<file path="config.mk">
export PLATFORM = sky130hd
export DESIGN_NAME = mips_test_monitor
export DESIGN_NICKNAME = d
export VERILOG_FILES = /design/src/rtl/mips_test_monitor.sv
export SDC_FILE = /design/constraint.sdc
export NUM_CORES = 1
export LEC_CHECK = 0
export BUFFER_PORTS_ARGS = -buffer_cell sky130_fd_sc_hd__buf_2
export CAP_MARGIN = 20
export CORE_ASPECT_RATIO = 0.9
export CORE_UTILIZATION = 45
export CTS_BUF_LIST = sky130_fd_sc_hd__clkbuf_16
export DETAILED_ROUTE_END_ITERATION = 12
export HOLD_SLACK_MARGIN = 0.12
export PLACE_DENSITY = 0.78
export SLEW_MARGIN = 0
export SYNTH_ARGS = -nofsm -noshare
export SYNTH_HDL_FRONTEND = slang
export SYNTH_SLANG_ARGS = --single-unit
</file>
<file path="constraint.sdc">
create_clock -name ph1 -period 2.1 [get_ports ph1]
set_input_delay 0 -clock ph1 [delete_from_list [all_inputs] [get_ports ph1]]
set_output_delay 0 -clock ph1 [all_outputs]
set_load 0.01 [all_outputs]
</file>
<file path="src/rtl/mips_test_monitor.sv">
// Pass/fail monitor: checks data-memory writes against a table of expected signature writes, with run-cycle timeout.
// Latency: a write sampled on a rising edge of ph1 is reflected in match_mask/pass/fail right after that edge.
// Backpressure: none; purely observes the write port and never stalls the processor.
module mips_test_monitor #(
   parameter int WIDTH = 32,
   parameter int NUM_CHECKS = 4,
   parameter logic [NUM_CHECKS*WIDTH-1:0] CHECK_ADR  = {32'h1C, 32'h18, 32'h14, 32'h10},
   parameter logic [NUM_CHECKS*WIDTH-1:0] CHECK_DATA = {32'hFFFFFFFF, 32'h55, 32'd21, 32'd7},
   parameter bit ORDERED = 1'b0,
   parameter bit STRICT = 1'b1,
   parameter int TIMEOUT = 3000,
   localparam int IW = (NUM_CHECKS > 1) ? $clog2(NUM_CHECKS) : 1
) (
   input  logic                  ph1,
   input  logic                  reset,
   input  logic                  enable,
   input  logic                  memwrite,
   input  logic [WIDTH-1:0]      dataadr,
   input  logic [WIDTH-1:0]      writedata,
   output logic [31:0]           cycles,
   output logic [NUM_CHECKS-1:0] match_mask,
   output logic                  done,
   output logic                  pass,
   output logic                  fail,
   output logic [1:0]            fail_code,
   output logic [IW-1:0]         fail_index
);

   typedef enum logic [1:0] {
      S_IDLE = 2'b00,
      S_RUN  = 2'b01,
      S_PASS = 2'b10,
      S_FAIL = 2'b11
   } state_t;

   localparam logic [1:0] CODE_NONE     = 2'b00;
   localparam logic [1:0] CODE_DATA     = 2'b01;
   localparam logic [1:0] CODE_ORDER    = 2'b10;
   localparam logic [1:0] CODE_TIMEOUT  = 2'b11;

   // Cycle value on which the timeout fires; cycles then reads TIMEOUT.
   localparam logic [31:0] TO_LAST = (TIMEOUT > 0) ? 32'(TIMEOUT - 1) : 32'd0;

   state_t                state;
   logic [IW-1:0]         next_idx;

   logic                  hit;
   logic [IW-1:0]         hit_idx;
   logic                  data_eq;
   logic                  good_match;
   logic                  wr_fail;
   logic [1:0]            wr_code;
   logic [NUM_CHECKS-1:0] new_mask;
   logic                  all_done;
   logic                  timeout_now;

   // Find the lowest-index unmatched entry whose address equals the write address.
   // Matched entries are skipped so a repeated write never re-triggers a check.
   always_comb begin
      hit     = 1'b0;
      hit_idx = '0;
      data_eq = 1'b0;
      for (int i = 0; i < NUM_CHECKS; i++) begin
         if (!hit && !match_mask[i] && (CHECK_ADR[i*WIDTH +: WIDTH] == dataadr)) begin
            hit     = 1'b1;
            hit_idx = IW'(i);
            data_eq = (CHECK_DATA[i*WIDTH +: WIDTH] == writedata);
         end
      end
   end

   // Classify the current write and compute the mask that would result from it.
   always_comb begin
      good_match = memwrite && hit && data_eq && (!ORDERED || (hit_idx == next_idx));
      wr_fail    = memwrite && hit && (data_eq ? (ORDERED && (hit_idx != next_idx)) : STRICT);
      wr_code    = data_eq ? CODE_ORDER : CODE_DATA;
      new_mask   = match_mask;
      for (int i = 0; i < NUM_CHECKS; i++) begin
         if (good_match && (hit_idx == IW'(i))) begin
            new_mask[i] = 1'b1;
         end
      end
      all_done    = &new_mask;
      timeout_now = (TIMEOUT != 0) && (cycles == TO_LAST);
   end

   // Monitor FSM; priority within RUN is write failure, then pass, then timeout.
   always_ff @(posedge ph1) begin
      if (reset) begin
         state      <= S_IDLE;
         cycles     <= 32'd0;
         match_mask <= '0;
         done       <= 1'b0;
         pass       <= 1'b0;
         fail       <= 1'b0;
         fail_code  <= CODE_NONE;
         fail_index <= '0;
         next_idx   <= '0;
      end else begin
         case (state)
            S_IDLE: begin
               if (enable) begin
                  state  <= S_RUN;
                  cycles <= 32'd0;
               end
            end
            S_RUN: begin
               // Count saturates so very long runs never wrap back to a small value.
               if (cycles != 32'hFFFF_FFFF) begin
                  cycles <= cycles + 32'd1;
               end
               if (wr_fail) begin
                  state      <= S_FAIL;
                  done       <= 1'b1;
                  fail       <= 1'b1;
                  fail_code  <= wr_code;
                  fail_index <= hit_idx;
               end else if (good_match && all_done) begin
                  state      <= S_PASS;
                  match_mask <= new_mask;
                  done       <= 1'b1;
                  pass       <= 1'b1;
               end else begin
                  if (good_match) begin
                     match_mask <= new_mask;
                     if (ORDERED) begin
                        next_idx <= next_idx + IW'(1);
                     end
                  end
                  if (timeout_now) begin
                     state      <= S_FAIL;
                     done       <= 1'b1;
                     fail       <= 1'b1;
                     fail_code  <= CODE_TIMEOUT;
                     fail_index <= '0;
                  end
               end
            end
            default: begin
               // PASS and FAIL hold every output until reset.
               state <= state;
            end
         endcase
      end
   end

endmodule

</file>
==> impl_metrics.toml <==
[power_and_ir_drop]
power.leakage_nw = 1.58
pwr-share-seq = 0.452
clkPwrFrac = 0.456
internal-power_w = 0.00149
swShare = 0.216
power.total_w = 0.00190
switchingPower_w = 0.000410
irDropWorstVdd_uv = 302
power_frac_comb = 0.092
power.density_nw_per_um2 = 478

[global_routing]
grt_pass1_vias = 3045
grt_pass1_wl_um = 14600
grt_usage = 0.268
overflow = 0
grt_start_max_net_pins = 29
antenna_found_initial = 0

[route]
routed_wl_um = 8800
via_per_inst = 5.87
num_vias = 3413
drtIter0Drc = 257
detail-route-antenna-nets = 0
wl_per_cell_um = 15.2
drc = 0
first_pass_iters = 5

[yosys]
yosys_most_used_dff = "dfxtp_1"
syn_avg_cell_area_um2 = 8.19
ys_top_cells_by_area = "dfxtp_1, xnor2_1, nand4_1, nor2_1, nor4_1"
synth_most_common_cell = "dfxtp_1"
synth_top_family_by_area = "simple AND/OR/NAND/NOR gates"
synth.largest_area_cell = "dfxtp_1"
synth_seq_area_share = 0.312
async_reset_ff_frac = 0
synth.net_count = 422
synth-compound-area-share = 0.178
synthAdderAreaFrac = 0.00433
synthSimpleGateAreaFrac = 0.384
muxShareOfSynthArea = 0.0147
ys_warn_count = 0
synth-edff-count = 0
syn_area_um2 = 2890
synth_common_cells = "dfxtp_1, nor2_1, nand4_1, nand2_1, nor4_1"
synth_cells = 353
ys_types = 66
synth_seq_cells = 45
synth-xor-area-share = 0.0667
yosysTopAreaCellShare = 0.312

[timing]
hold_viol = 0
finalWorstSetupSlack_ps = 53.9
max_slew_margin = 0.636
post-route-min-period_ps = 2050
worst_slew_pin_slew_ps = 545
fin_crit_sh = 0.974
rsz0062_at_grt = "yes"
fin_setup_tns_ps = 0
drv_slew = 0
max_freq_mhz = 489
setup_violations = 0
finClkSkew_ps = 6.43

[placed_design]
dp_cells = 572
dp_hpwl_um = 6760
numPortBuffers = 110
dp_slack_ps = 55.7
gp_congestion = 0.926

[die]
die_h_um = 78.0
die_w_um = 86.5
dieArea_um2 = 6750
row_count = 27
io_pins = 111
core_um2 = 6150
initial_core_util = 0.470

[clocking]
cts.clk_slew.worst_paths_ps = 60
clockRootBuffer = "clkbuf_16"
cts_setup_buffers = 0
cts_sinks = 45
cts.htree.levels = 2
cts_tree = "done"
ctsLongestPathBuffers = 2
cts-buffers-inserted = 5
worstSkewPairLatency_ps = 280

[finish]
fin_nets = 562
postLayoutCoreUtil = 0.647
syn2layout_area_growth_pct = 37.5
n_antenna_cell = 0
drive_gt1_frac = 0.364
layoutNonFillerInstCount = 581

[flow_run]
max_cap_viol_count = 0

[critical_path]
critPathLaunchType = "flip-flop"
worst-setup-path-type = "flip-flop to flip-flop"
slowest_stage = "or3_1"
cp.required_ps = 2250
crit_buf_inv = 0
cp_top_family = "simple AND/OR/NAND/NOR gates"
cp.arrival_ps = 2190
end_kind = "flip-flop"
crit_chain = "and4_1 -> nand4_1 -> or3_1 -> a2111oi_1 -> xnor2_1 -> nor2_1"
path_max_fanout = 5
slowest_delay_ps = 420

[worst_hold_path]
hold_class = "input pin to flip-flop"

[outcome]
status = "finished clean"
-- worst register-to-register path, stage by stage, from the launching register on --
cell	delay (ps)
dfxtp_1	410
and4_1	250
nand4_1	180
or3_1	420
a2111oi_1	420
xnor2_1	170
nor2_1	60
-- worst paths after layout --
check | start | to | slack [ps] | depth (start not counted)
setup / recovery | cycles[4] | cycles[19] | 50 | 6
hold reg to reg | pass | pass | 440 | 2
hold / removal | dataadr[2] | match_mask[3] | 150 | 3
setup reg to reg | cycles[4] | cycles[19] | 50 | 6
-- flip-flops by register name, indices dropped and copies added (netlist names) --
| signal | cells |
|---|---|
| cycles | 32 |
| fail | 1 |
| state | 2 |
| fail_index | 2 |
| pass | 1 |
| done | 1 |
| fail_code | 2 |
| match_mask | 4 |
-- cell usage in the layout (no fill, tap or decap), drive strengths merged, types with 2 or more instances in the layout --
| cell | instances |
|---|---|
| mux2i | 2 |
| xnor2 | 18 |
| nand3b | 2 |
| buf | 146 |
| and2 | 6 |
| o211ai | 5 |
| o2bb2ai | 2 |
| xor2 | 4 |
| o21ai | 9 |
| nor3 | 9 |
| nor4b | 3 |
| nor4 | 24 |
| dfxtp | 45 |
| nand4 | 26 |
| a311oi | 4 |
| a21oi | 20 |
| o41ai | 3 |
| o2111ai | 2 |
| and4 | 6 |
| a31o | 2 |
| nor2 | 37 |
| nor2b | 4 |
| nand2b | 5 |
| o31ai | 3 |
| inv | 11 |
| a31oi | 2 |
| a221oi | 3 |
| clkbuf | 5 |
| a211oi | 8 |
| and3 | 3 |
| nand3 | 16 |
| nand2 | 24 |
| or3 | 13 |
| or2 | 3 |
| nor4bb | 2 |
-- cells by family (layout without fill, tap and decap cells) --
logic type                 Yosys count  in the layout
adders and majority gates            1              1
and+or+nand+nor                    187            187
AOI/OAI and AO/OA                   71             71
DFF                                 45             45
buffers and inverters               24            165
muxes                                3              3
xor gates and xnor gates            22             22
-- area by class of cell --
type	instances	area (um2)
Sequential cell	45	903
Timing Repair Buffer	147	831
Inverter	10	37.5
Clock buffer	5	125
Clock inverter	3	37.5
Fill cell	530	2170
Tap cell	87	109
Multi-Input combinational cell	284	1930
-- metrics by stage --
| stage | hold WS, ps | instance area, um2 |
|---|---|---|
| after detailed placement | 406 | 3740 |
| final | 152 | 3980 |
| after global routing | 201 | 3980 |
| after CTS | 144 | 3910 |
| after global placement | 395 | 3740 |
| after floorplan | 180 | 2890 |
-- power groups by stage --
stage          Combinational, W  Sequential, W  Clock (W)
2_1_floorplan         0.0000727       0.000880          0
3_3_place_gp           0.000166       0.000878          0
3_5_place_dp           0.000171       0.000878          0
4_1_cts                0.000173       0.000859   0.000880
5_1_grt                0.000190       0.000859   0.000915
6_report               0.000174       0.000859   0.000867
-- routing by layer --
layer / vias up / wire [um] / GRT usage / part of all wire
met5: - / 0 / 0 / 0
met1: 1609 / 4080 / 0.393 / 0.46
met3: 4 / 637 / 0.0400 / 0.072
met4: 0 / 55 / 0.0567 / 0.0062
met2: 162 / 4030 / 0.417 / 0.46
li1: 1638 / - / - / -
-- what timing repair did --
item	CTS	global route
resized for setup	0	12
endpoints found under the hold margin	1	0
setup endpoints to repair	0	12
hold buffers	1	0
(Power assumes the default switching activity.)
